## src/rtl/phantom_clock_gate.sv

```systemverilog
// phantom_clock_gate
//   In-CPLD replacement for a DS1215-style phantom clock. Watches the RAM
//   access stream for the 64-bit unlock pattern written LSB-first on D0.
//   While hunting, the SRAM chip-select passes straight through. Once
//   unlocked, a window of XFER_BITS accesses is redirected to a 64-bit shift
//   register that is loaded from, and optionally written back to, an
//   external timekeeper.
//
// Ports
//   C7M        in   system clock, all state changes on posedge
//   RES        in   asynchronous active-high reset
//   RAMROMCS   in   raw RAM/ROM chip-select
//   ACC        in   one-cycle strobe per completed access
//   ACCWR      in   access direction (1 = write), qualified by ACC
//   DIN        in   data bit D0, qualified by ACC
//   RAMROMCSgb out  gated chip-select to the SRAM/ROM path
//   DOUT       out  clock bit to drive on D0 during unlocked reads
//   DOE        out  select logic drives D0 from DOUT when high
//   TimeIn     in   timekeeper snapshot, latched at unlock
//   TimeOut    out  value assembled by a transfer containing writes
//   TimeWR     out  one-cycle load strobe for TimeOut
//   Unlocked   out  transfer window active
module phantom_clock_gate #(
  parameter logic [63:0] PATTERN   = 64'h5CA33AC55CA33AC5,
  parameter int unsigned XFER_BITS = 64
) (
  input  logic        C7M,
  input  logic        RES,
  input  logic        RAMROMCS,
  input  logic        ACC,
  input  logic        ACCWR,
  input  logic        DIN,
  output logic        RAMROMCSgb,
  output logic        DOUT,
  output logic        DOE,
  input  logic [63:0] TimeIn,
  output logic [63:0] TimeOut,
  output logic        TimeWR,
  output logic        Unlocked
);

  typedef enum logic {HUNT, XFER} state_t;

  localparam logic [6:0] XFER_END = 7'(XFER_BITS);

  state_t      state, state_nx;
  logic [6:0]  cnt, cnt_nx, cnt_inc;
  logic [63:0] shreg, shreg_nx;
  logic        dirty, dirty_nx;
  logic [63:0] timeout_nx;
  logic        timewr_nx;

  always_ff @(posedge C7M or posedge RES) begin
    if (RES) begin
      state <= HUNT;
    end else begin
      state <= state_nx;
    end
  end

  always_ff @(posedge C7M or posedge RES) begin
    if (RES) begin
      cnt     <= '0;
      shreg   <= '0;
      dirty   <= 1'b0;
      TimeOut <= '0;
      TimeWR  <= 1'b0;
    end else begin
      cnt     <= cnt_nx;
      shreg   <= shreg_nx;
      dirty   <= dirty_nx;
      TimeOut <= timeout_nx;
      TimeWR  <= timewr_nx;
    end
  end

  always_comb begin
    state_nx   = state;
    cnt_nx     = cnt;
    cnt_inc    = cnt + 7'd1;
    shreg_nx   = shreg;
    dirty_nx   = dirty;
    timeout_nx = TimeOut;
    timewr_nx  = 1'b0;
    RAMROMCSgb = RAMROMCS;
    DOE        = 1'b0;

    case (state)
      HUNT: begin
        if (ACC) begin
          if (ACCWR) begin
            if (DIN == PATTERN[cnt[5:0]]) begin
              if (cnt_inc == 7'd64) begin
                state_nx = XFER;
                cnt_nx   = '0;
                shreg_nx = TimeIn;
                dirty_nx = 1'b0;
              end else begin
                cnt_nx = cnt_inc;
              end
            end else begin
              // Only a restart on the first pattern bit is recognised.
              cnt_nx = {6'd0, DIN == PATTERN[0]};
            end
          end else begin
            cnt_nx = '0;
          end
        end
      end

      XFER: begin
        RAMROMCSgb = 1'b0;
        DOE        = RAMROMCS & ~ACCWR;
        if (ACC) begin
          // Reads recirculate bit 0 so a full window leaves the value intact.
          shreg_nx = {(ACCWR ? DIN : shreg[0]), shreg[63:1]};
          dirty_nx = dirty | ACCWR;
          if (cnt_inc == XFER_END) begin
            state_nx = HUNT;
            cnt_nx   = '0;
            if (dirty | ACCWR) begin
              timeout_nx = shreg_nx;
              timewr_nx  = 1'b1;
            end
          end else begin
            cnt_nx = cnt_inc;
          end
        end
      end

      default: state_nx = HUNT;
    endcase
  end

  assign DOUT     = shreg[0];
  assign Unlocked = (state == XFER);

endmodule

```

## config.mk

```make
export PLATFORM = sky130hd
export DESIGN_NAME = phantom_clock_gate
export DESIGN_NICKNAME = d
export VERILOG_FILES = /design/src/rtl/phantom_clock_gate.sv
export SDC_FILE = /design/constraint.sdc
export NUM_CORES = 1
export LEC_CHECK = 0
export BUFFER_PORTS_ARGS = -buffer_cell sky130_fd_sc_hd__buf_2
export CORE_ASPECT_RATIO = 0.75
export CORE_MARGIN = 3
export CORE_UTILIZATION = 50
export CTS_CLUSTER_DIAMETER = 200
export DETAILED_ROUTE_END_ITERATION = 8
export HOLD_SLACK_MARGIN = 0.06
export PLACE_DENSITY = 0.72
export SYNTH_ARGS = -nofsm -noshare
export SYNTH_HDL_FRONTEND = slang
export SYNTH_SLANG_ARGS = --single-unit
```

## constraint.sdc

```tcl
create_clock -name C7M -period 11.4 [get_ports C7M]
set_input_delay 2.28 -clock C7M [delete_from_list [all_inputs] [get_ports C7M]]
set_output_delay 2.28 -clock C7M [all_outputs]
set_load 0.01 [all_outputs]
```

; After elaboration in Yosys (flattened, before gate mapping)
; Memory sizes are Yosys's and may differ from the RTL's.
; Cells that the tools add are included.
[word_totals]
register_bits = 138
rom_bits = 64
inputBits = 70
output_inout_bits = 69
wordCells = 56
memories = 1
[op_classes]
n_addsub = 1
magnitude_cmp = 1
eq_ne = 7
mux = 33
bitwise = 4
n_reduce_logical = 3
[memory_table]
columns = name, depth, word_bits, read_ports, rd_ports_with_merged_regs, write_ports, line
row1 = (name not given), 64, 1, 1, 0, 0, 92  ; if (DIN == PATTERN[cnt[5:0]]) begin
[ops]
columns = cell, count
row1 = $mux 64, 5
row2 = $pmux 64 s2, 1
row3 = $mux 7, 5
row4 = $mux 1, 19
row5 = $pmux 7 s2, 1
row6 = $ne 2x2->1 const B, 5
row7 = $add 7x1->7 const B, 1
row8 = $eq 7x7->1 const B, 1
row9 = $lt 6x7->1 const B, 1
row10 = $reduce_and 5->1, 1
row11 = $pmux 1 s2, 2
row12 = $reduce_and 4->1, 1
row13 = $not 1->1, 2
row14 = $reduce_and 2->1, 1
row15 = $and 1x1->1, 1
row16 = $eq 1x1->1, 1
row17 = $or 1x1->1, 1

; Depth between registers and ports, before layout
; Gate-level depths: netlist (run 1).
[depth]
ltp_word = 7
ltp_mapped = 9
depth_no_buf = 7

; Worst setup path after synthesis (run 1)
; OpenSTA, ideal clock, no wires.
[synth_timing]
path_type = input to output
from = in ACCWR
to = out DOE
arrival_ns = 2.619
required_time_ns = 9.120
path_slack_ns = 6.501
cell_stages = 2
path_buffers = 0
path_cell_list = inv_1 -> and3_1
[synth_via]
elab_chain_cells = 3
[synth_lines]
columns = item, line
row1 = start: declaration, 31  ; input logic ACCWR,
row2 = $not 1->1, 113  ; DOE = RAMROMCS & ~ACCWR;
row3 = $and 1x1->1, 113
row4 = $mux 1, 88  ; case (state)
row5 = end: declaration, 35  ; output logic DOE,
; Every way passes these cells.

; Worst setup path after layout (run 1)
; Same ends and word-level chain as after synthesis.

==> impl_metrics.toml, run 1 <==
[sta]
final_hold_viol_count = 0
worst_slack_ns = 6.24
period_minus_slack_ns = 5.16
finalMaxSlewViolations = 0
tns_ns = 0
period_share_pct = 45.2
fmax_mhz = 194
setup_viol = 0
slew_headroom_pct = 35.5
tightest_slew_ns = 0.968
hold-worst-slack_ns = 0.501
finClkSkew_ns = 0.0117
rsz0062_at_grt = "no"

[finish]
fin_nets = 694
num_antenna_cells = 0
fin_util_pct = 64.5
final_area_um2 = 7270
drive_above_1_share_pct = 45.1
area.growth.synth_to_final_pct = 21.8
final-instance-count-excl-fill = 793

[global_routing]
grt_overflow = 0
grt_usage_pct = 21.4
grt_max_degree = 74
grt_pass1_vias = 4398
grt_antenna_before_repair = 1
grt_pass1_wl_mm = 22.6

[setup_path]
path_class = "in2out"
start_kind = "input pin"
reg2reg_depth = 6
r2r-end = "shreg[52]$_DFFE_PP0P_"
rrSetupSlack_ns = 8.56
cp_data_arrival_time_ns = 2.88
setup.worst_path.end_class = "output pin"
r2r-start = "cnt[0]$_DFFE_PP0P_"
path_max_fanout = 6
cp.required_ns = 9.12

[clock_network]
postCtsResizedCells = 0
path_clk_slew_ns = 0.06
cts.sinks = 138
cts_setup_buffers = 0
cts_made_buffers = 17
cts_tree = "done"
insertion_delay_ns = 0.41
cts_root_buf = "clkbuf_16"
cts_max_path_buffers = 2
cts_hold_buf = 0
h-tree-depth = 4

[yosys]
synth_mux_area_share_pct = 13.2
synth_area_leaders = "dfrtp_1 (58%), mux2_2 (12%), o22ai_2 (8.8%)"
post_synth_inst_count = 492
ys_top_cells_by_count = "dfrtp_1 (138), nor2_1 (129), mux2_2 (63), o22ai_2 (42), o22ai_1 (22)"
synth_top_area_cell = "dfrtp_1"
yosysSeqAreaShare_pct = 57.9
syn_nets = 563
synthSimpleGateAreaFrac_pct = 10.4
synth_top_area_share_pct = 57.9
synth_area_per_cell_um2 = 12.1
yosysMostFrequentCell = "dfrtp_1"
synth_ff_type = "dfrtp_1"
synth_cell_types = 41
synth-adder-area-share_pct = 0.210
synth-async-reset-ratio_pct = 100
synth_compound_area_share_pct = 14.1
synth_top_family_by_area = "compound AO/OA/AOI/OAI gates"
yosys.area_share.xor_xnor_pct = 0.440
ys_ff_latch = 138
synth_edf_count = 0
syn_area_um2 = 5970
ys_warn_count = 0

[place]
gp_congestion = 0.778
dpl.cell_count = 761
numPortBuffers = 138
placed_area_um2 = 6710
dp_hpwl_mm = 8.88
dp_slack_ns = 6.24

[drt]
first_pass_iters = 4
drtIter0Drc = 234
ant_nets = 0
drc = 0
vias = 4258
avgRoutedWirePerCell_um = 17.3
routed_wl_mm = 13.7
viasPerCell = 5.37

[min_path]
min_from = "TimeOut[37]$_DFFE_PP0P_"
whs_path_depth = 1
holdPathEnd = "TimeOut[37]$_DFFE_PP0P_"
hold_class = "reg2reg"

[power]
p_total_mw = 1.05
clkPwrFrac_pct = 49.0
p_int_mw = 0.809
p_switching_mw = 0.241
irDropWorstVdd_mv = 0.103
leakage_nw = 3.89
power_density_nw_per_um2 = 144
p_seq_share_pct = 47.2
combinationalPowerShare_pct = 3.8
switching_share_pct = 23.0

[status]
status = "finished clean"

[floorplanning]
rows = 33
initial_utilization_pct = 52.9
core_area_um2 = 11300
fp.dieW_um = 132
die-area_um2 = 13300
die_h_um = 101
io_pins = 139

[job]
maxCapViolations = 0
==> flip-flops by register name, indices dropped and copies added, names as in the netlist <==
| name | count |
|---|---|
| TimeWR | 1 |
| dirty | 1 |
| shreg | 64 |
| Unlocked | 1 |
| cnt | 7 |
| TimeOut | 64 |
==> layout make-up <==
| cell class | count | area, um^2 |
|---|---|---|
| clock buffers | 19 | 433 |
| clock inverters | 13 | 123 |
| fillers | 900 | 4000 |
| inverters | 7 | 31.3 |
| multi-input cells | 315 | 2300 |
| flip-flops and latches | 138 | 3450 |
| well taps | 157 | 196 |
| repair buffers | 144 | 736 |
==> power by group through the flow <==
stage | clock network (mW) | logic [mW] | registers, mW
4_1_cts | 0.525 | 0.0403 | 0.495
3_3_place_gp | 0 | 0.0389 | 0.504
3_5_place_dp | 0 | 0.0402 | 0.504
2_1_floorplan | 0 | 0.0197 | 0.503
6_report | 0.515 | 0.0399 | 0.495
5_1_grt | 0.550 | 0.0443 | 0.495
==> logic make-up (layout without fill, tap and decap cells) <==
family / Yosys count / after routing
AOI/OAI and AO/OA: 90 / 90
xor gates and xnor gates: 3 / 3
adders and majority gates: 1 / 1
buffers and inverters: 39 / 183
DFF: 138 / 138
muxes: 69 / 69
and+or+nand+nor: 152 / 152
==> per-layer routing <==
metal,up-vias,share of wire [%],track usage [%]
met4,2,0.84,6.30
met2,116,44,32.3
met1,2138,48,29.2
met5,-,0.051,0
li1,1991,-,-
met3,11,7.5,8.23
==> placed cells by master (no fill, tap or decap), types with 2 or more instances in the layout <==
master,n
o22ai_2,42
nand3_1,3
nor3_1,2
buf_2,138
nor2_1,129
mux2i_1,4
clkinv_4,2
o21ai_0,6
clkbuf_16,17
clkinvlp_4,7
clkbuf_1,2
buf_4,6
a31oi_1,3
nand2_1,5
nand4_1,2
inv_1,6
o22ai_1,22
mux2_2,63
dfrtp_1,138
nor4b_1,2
xnor2_1,2
inv_6,3
a21o_1,2
a21oi_1,7
==> worst max-delay path, cell delays in order <==
cell and delay, ns:
buf_2 0.13, inv_1 0.17, and3_1 0.17, buf_2 0.12
==> worst max path at each step <==
stage	from	endpoint	slack, ns	cells past startpoint
2_1_floorplan	RES	TimeOut[0]$_DFFE_PP0P_	5.42	1
3_3_place_gp	ACCWR	DOE	6.25	4
3_5_place_dp	ACCWR	DOE	6.24	4
4_1_cts	ACCWR	DOE	6.24	4
5_1_grt	ACCWR	DOE	6.18	4
6_report	ACCWR	DOE	6.24	4
Power figures use the tool's default switching activity.
==> run 2: changes to the inputs <==
Settings changed: ABC_AREA set to 1, PLACE_DENSITY 0.72 to 0.71.
Clock period 11.4 ns to 5.24 ns, I/O delays scaled along.
==> run 2 against run 1 <==
Highest routed layer is now met4; sequential cell count stayed put; design area is 8.3% higher; largest power group unchanged; cell count is 44% higher; sequential power is 120% higher.
==> impl_metrics.toml, run 2 <==
[sta]
tns_ns = 0
period_minus_slack_ns = 2.89
fmax_mhz = 346
rsz0062_at_grt = "no"
final_hold_viol_count = 0
finalMaxSlewViolations = 0
slew_headroom_pct = 35.1
setup_viol = 0
tightest_slew_ns = 0.973
finClkSkew_ns = 0.00914
period_share_pct = 55.1

[clock_network]
cts_root_buf = "clkbuf_16"
cts.sinks = 138
cts_made_buffers = 17
cts_tree = "done"
cts_setup_buffers = 0
cts_max_path_buffers = 2
postCtsResizedCells = 0
cts_hold_buf = 0
h-tree-depth = 4
path_clk_slew_ns = 0.06
insertion_delay_ns = 0.41

[global_routing]
grt_pass1_vias = 5607
grt_max_degree = 109
grt_usage_pct = 24.7
grt_pass1_wl_mm = 28.4
grt_antenna_before_repair = 0
grt_overflow = 0

[yosys]
ys_warn_count = 0
synth_ff_type = "dfrtp_1"
synth_area_per_cell_um2 = 7.59
synth_edf_count = 0
syn_nets = 929
post_synth_inst_count = 858
synth-async-reset-ratio_pct = 100
ys_ff_latch = 138
synth_top_area_share_pct = 53.1
ys_top_cells_by_count = "nand2_1 (480), dfrtp_1 (138), nand3_1 (75), o21ai_1 (38), o21ai_0 (33)"
synth_cell_types = 27
synth_top_area_cell = "dfrtp_1"
synth_area_leaders = "dfrtp_1 (53%), nand2_1 (28%), nand3_1 (5.8%)"
yosysMostFrequentCell = "nand2_1"
syn_area_um2 = 6510
yosysSeqAreaShare_pct = 53.1

[finish]
num_antenna_cells = 0
area.growth.synth_to_final_pct = 21.0
final_cell_mix = "nand2_1 (479), buf_2 (138), dfrtp_1 (137)"
fin_nets = 1038
largestRegisters = "TimeOut: 64 flops, shreg: 64 flops, cnt: 7 flops"
drive_above_1_share_pct = 19.3
fin_util_pct = 63.1
final_common_cell = "nand2_1"

[drt]
viasPerCell = 5.21
vias = 5967
ant_nets = 0
routed_wl_mm = 17.2
first_pass_iters = 5
drc = 0
drtIter0Drc = 473
avgRoutedWirePerCell_um = 15.0

[setup_path]
r2r-start = "cnt[0]$_DFFE_PP0P_"
cp_data_arrival_time_ns = 3.24
path_class = "reg2reg"
r2r-end = "TimeOut[21]$_DFFE_PP0P_"
cp.required_ns = 5.59
rrSetupSlack_ns = 2.35
path_max_fanout = 36
reg2reg_depth = 12
setup.worst_path.end_class = "flop"
start_kind = "flop"

[floorplanning]
die-area_um2 = 14400
rows = 35
die_h_um = 105
initial_utilization_pct = 52.2
fp.dieW_um = 138
io_pins = 139
core_area_um2 = 12500

[power]
irDropWorstVdd_mv = 0.215
p_total_mw = 2.64
leakage_nw = 4.75
power_density_nw_per_um2 = 335

[place]
gp_congestion = 0.834
numPortBuffers = 138
dp_hpwl_mm = 9.98

[job]
maxCapViolations = 0

[status]
status = "finished clean"

[min_path]
hold_class = "reg2reg"
holdPathEnd = "TimeOut[15]$_DFFE_PP0P_"
whs_path_depth = 2
min_from = "TimeOut[15]$_DFFE_PP0P_"
-- run 2: final cells by class --
| class | instances | area (um^2) |
|---|---|---|
| Clock buffer | 20 | 457 |
| Clock inverter | 11 | 240 |
| Fill cell | 1159 | 4610 |
| Inverter | 16 | 65.1 |
| Multi-Input combinational cell | 647 | 2690 |
| Sequential cell | 138 | 3450 |
| Tap cell | 166 | 208 |
| Timing Repair Buffer | 147 | 758 |
-- run 2: worst max-delay path by stage --
stage,from,to,slack (ns),depth (start not counted)
floorplan,RES,TimeOut[0]$_DFFE_PP0P_,0.50,1
global placement,DIN,shreg[6]$_DFFE_PP0P_,2.36,9
detailed placement,DIN,shreg[15]$_DFFE_PP0P_,2.29,9
CTS,cnt[0]$_DFFE_PP0P_,TimeOut[21]$_DFFE_PP0P_,2.37,12
global route,cnt[0]$_DFFE_PP0P_,TimeOut[23]$_DFFE_PP0P_,2.06,12
finish,cnt[0]$_DFFE_PP0P_,TimeOut[21]$_DFFE_PP0P_,2.35,12
-- run 2: power breakdown --
part | internal [mW] | total [mW] | switching [mW]
registers | 1.09 | 1.10 | 0.0194
clock network | 0.965 | 1.42 | 0.453
logic | 0.0452 | 0.116 | 0.0706
-- run 2: worst max-delay path: stages, from the launching register on --
cell     delay [ns]
dfrtp_1        0.46
ha_1           0.26
nand2_1        0.13
nor2_1         0.16
nand3_1        0.09
nand2_1        0.10
nand2_1        0.10
nor2_4         0.15
nand2_2        0.09
nor2_4         0.57
buf_4          0.49
nand2_1        0.11
nand2_1        0.09
-- run 2: routing by layer --
layer,vias to the layer above,GRT usage (%),routed length (um)
met5,-,0,0
met4,0,6.42,228
met3,22,4.52,1260
met2,210,36.2,7630
met1,2828,37.6,8050
li1,2907,-,-
-- run 2: through the flow --
stage	hold slack (ns)	worst slack, ns	std cells	instance area [um^2]
2_1_floorplan	0.471	0.496	858	6510
5_1_grt	0.499	2.06	1145	7880
3_5_place_dp	0.466	2.29	1114	7180
6_report	0.473	2.35	1145	7880
4_1_cts	0.479	2.37	1145	7880
3_3_place_gp	0.458	2.36	1114	7180
-- run 2: kinds of logic (layout without fill, tap and decap cells) --
kind of cell | after synthesis | after routing | share of synthesized area [%]
xor+xnor | 1 | 1 | 0.135
buf+inv | 73 | 194 | 5.86
simple gates | 567 | 567 | 34.5
compound gates | 77 | 77 | 6.06
fa+ha+maj | 1 | 1 | 0.192
mux | 1 | 1 | 0.173
flops | 138 | 138 | 53.1
==> run 3: changes to the inputs <==
Settings changed: ABC_AREA 1 to 0, CORE_UTILIZATION 50 to 49, PLACE_DENSITY 0.71 to 0.74.
Clock period 5.24 ns to 2.5 ns, I/O delays scaled along.
==> run 3 against run 2 <==
Maximum frequency is 23% higher; wire length is 21% lower; critical endpoint is now shreg[52]$_DFFE_PP0P_; cell count shrank 30%; critical path type unchanged; clock power rose by 82%; largest power group unchanged; register-to-register slack lost 2.2 ns.
==> impl_metrics.toml, run 3 (synthesized netlist as in run 1, its figures left out) <==
[finish]
nFillCells = 917
area.growth.synth_to_final_pct = 25.7
num_antenna_cells = 0
drive_above_1_share_pct = 46.3
final_cell_mix = "buf_2 (138), dfrtp_1 (137), nor2_1 (129)"
largestRegisters = "TimeOut: 64 flops, shreg: 64 flops, cnt: 7 flops"
fin_nets = 700
final_common_cell = "buf_2"
final_area_um2 = 7500

[setup_path]
cp_data_arrival_time_ns = 2.62
path_max_fanout = 40
path_class = "reg2reg"
cp_cell_sequence = "mux2_4, mux2i_4, xnor2_1, or4_4, buf_12, o22ai_1, nor2_1"
cp.required_ns = 2.78
startpoint = "cnt[1]$_DFFE_PP0P_"
start_kind = "flop"
slowest_delay_ns = 0.54
r2r-start = "cnt[1]$_DFFE_PP0P_"
crit_slowest_cell = "or4_4"
setup.worst_path.end_class = "flop"

[min_path]
hold_class = "in2async"

[place]
dp_hpwl_mm = 8.81
gp_congestion = 0.818
numPortBuffers = 138
placed_area_um2 = 6820

[sta]
final_hold_viol_count = 0
fmax_mhz = 427
finClkSkew_ns = 0.0101
finalMaxSlewViolations = 0
period_share_pct = 93.8
tightest_slew_ns = 0.744
tns_ns = 0
period_minus_slack_ns = 2.34
rsz0062_at_grt = "no"
slew_headroom_pct = 50.4
setup_viol = 0

[clock_network]
cts_root_buf = "clkbuf_16"
cts_tree = "done"
cts_made_buffers = 17
path_clk_slew_ns = 0.05
cts.sinks = 138
cts_hold_buf = 0
h-tree-depth = 4
insertion_delay_ns = 0.41
cts_max_path_buffers = 2

[drt]
drtIter0Drc = 244
avgRoutedWirePerCell_um = 16.8
viasPerCell = 5.29
drc = 0
first_pass_iters = 5
vias = 4254
ant_nets = 0
routed_wl_mm = 13.5

[global_routing]
grt_pass1_vias = 4269
grt_overflow = 0
grt_antenna_before_repair = 0
grt_pass1_wl_mm = 21.8
grt_max_degree = 139
grt_usage_pct = 20.3

[floorplanning]
rows = 34
core_area_um2 = 11700
initial_utilization_pct = 50.8
die_h_um = 102
fp.dieW_um = 133
io_pins = 139
die-area_um2 = 13600

[job]
maxCapViolations = 0

[power]
power_density_nw_per_um2 = 671
leakage_nw = 4.00
irDropWorstVdd_mv = 0.452

[status]
status = "finished clean"
==> run 3: stage by stage <==
step	hold WS (ns)	std cells	worst slack (ns)	util, %	power (mW)
finish	0.296	804	0.156	63.9	5.03
detailed placement	0.490	770	0.120	58.1	2.48
floorplan	0.498	492	0.279	-	2.39
global placement	0.484	770	0.214	58.1	2.48
global route	0.334	804	0.0307	63.9	5.22
CTS	0.325	802	0.0991	63.4	5.08
==> run 3: report_power, final <==
part / total, mW / internal (mW) / switching [mW]
Combinational: 0.182 / 0.0751 / 0.107
Sequential: 2.26 / 2.24 / 0.0163
Clock: 2.59 / 1.67 / 0.922
Total: 5.03 / 3.99 / 1.05
==> run 3: worst max-delay path, delay by kind of cell, from the launching register on <==
family                 cells  cell delay [ns]
flip-flops                 1             0.49
XOR/XNOR                   1             0.19
AND/OR/NAND/NOR            2             0.61
AO/OA/AOI/OAI              1             0.21
multiplexers               2             0.50
buffers and inverters      1             0.21
==> run 3: cell type report <==
cell class / count / area [um^2] / area share (%)
sequential: 138 / 3450 / 46.0
tap: 162 / 203 / 2.70
clock inverter: 11 / 143 / 1.90
clock buffer: 21 / 480 / 6.40
multi-input combinational: 315 / 2310 / 30.7
timing repair buffer: 150 / 886 / 11.8
inverter: 7 / 30.0 / 0.400
==> run 3: repair_timing <==
item,in CTS,in global routing
endpoints found under the hold margin,0,0
buffers inserted,0,1
resized for setup,0,3
endpoints found under the setup margin,0,63
==> run 3: layer usage <==
metal | track usage, % | routed length (um) | vias up
met1 | 28.2 | 6220 | 2103
li1 | - | - | 2005
met4 | 6.09 | 63 | 0
met2 | 31.5 | 6270 | 142
met3 | 6.01 | 950 | 4
met5 | 0 | 0 | -
==> run 3: final timing paths <==
kind	to	slack, ns	depth (start not counted)
setup / recovery	shreg[52]$_DFFE_PP0P_	0.16	7
hold / removal	TimeOut[49]$_DFFE_PP0P_	0.30	3
setup reg to reg	shreg[52]$_DFFE_PP0P_	0.16	7
hold reg to reg	TimeOut[37]$_DFFE_PP0P_	0.50	1
max in group asynchronous	TimeOut[47]$_DFFE_PP0P_	1.63	3
min in group C7M	shreg[22]$_DFFE_PP0P_	0.34	3
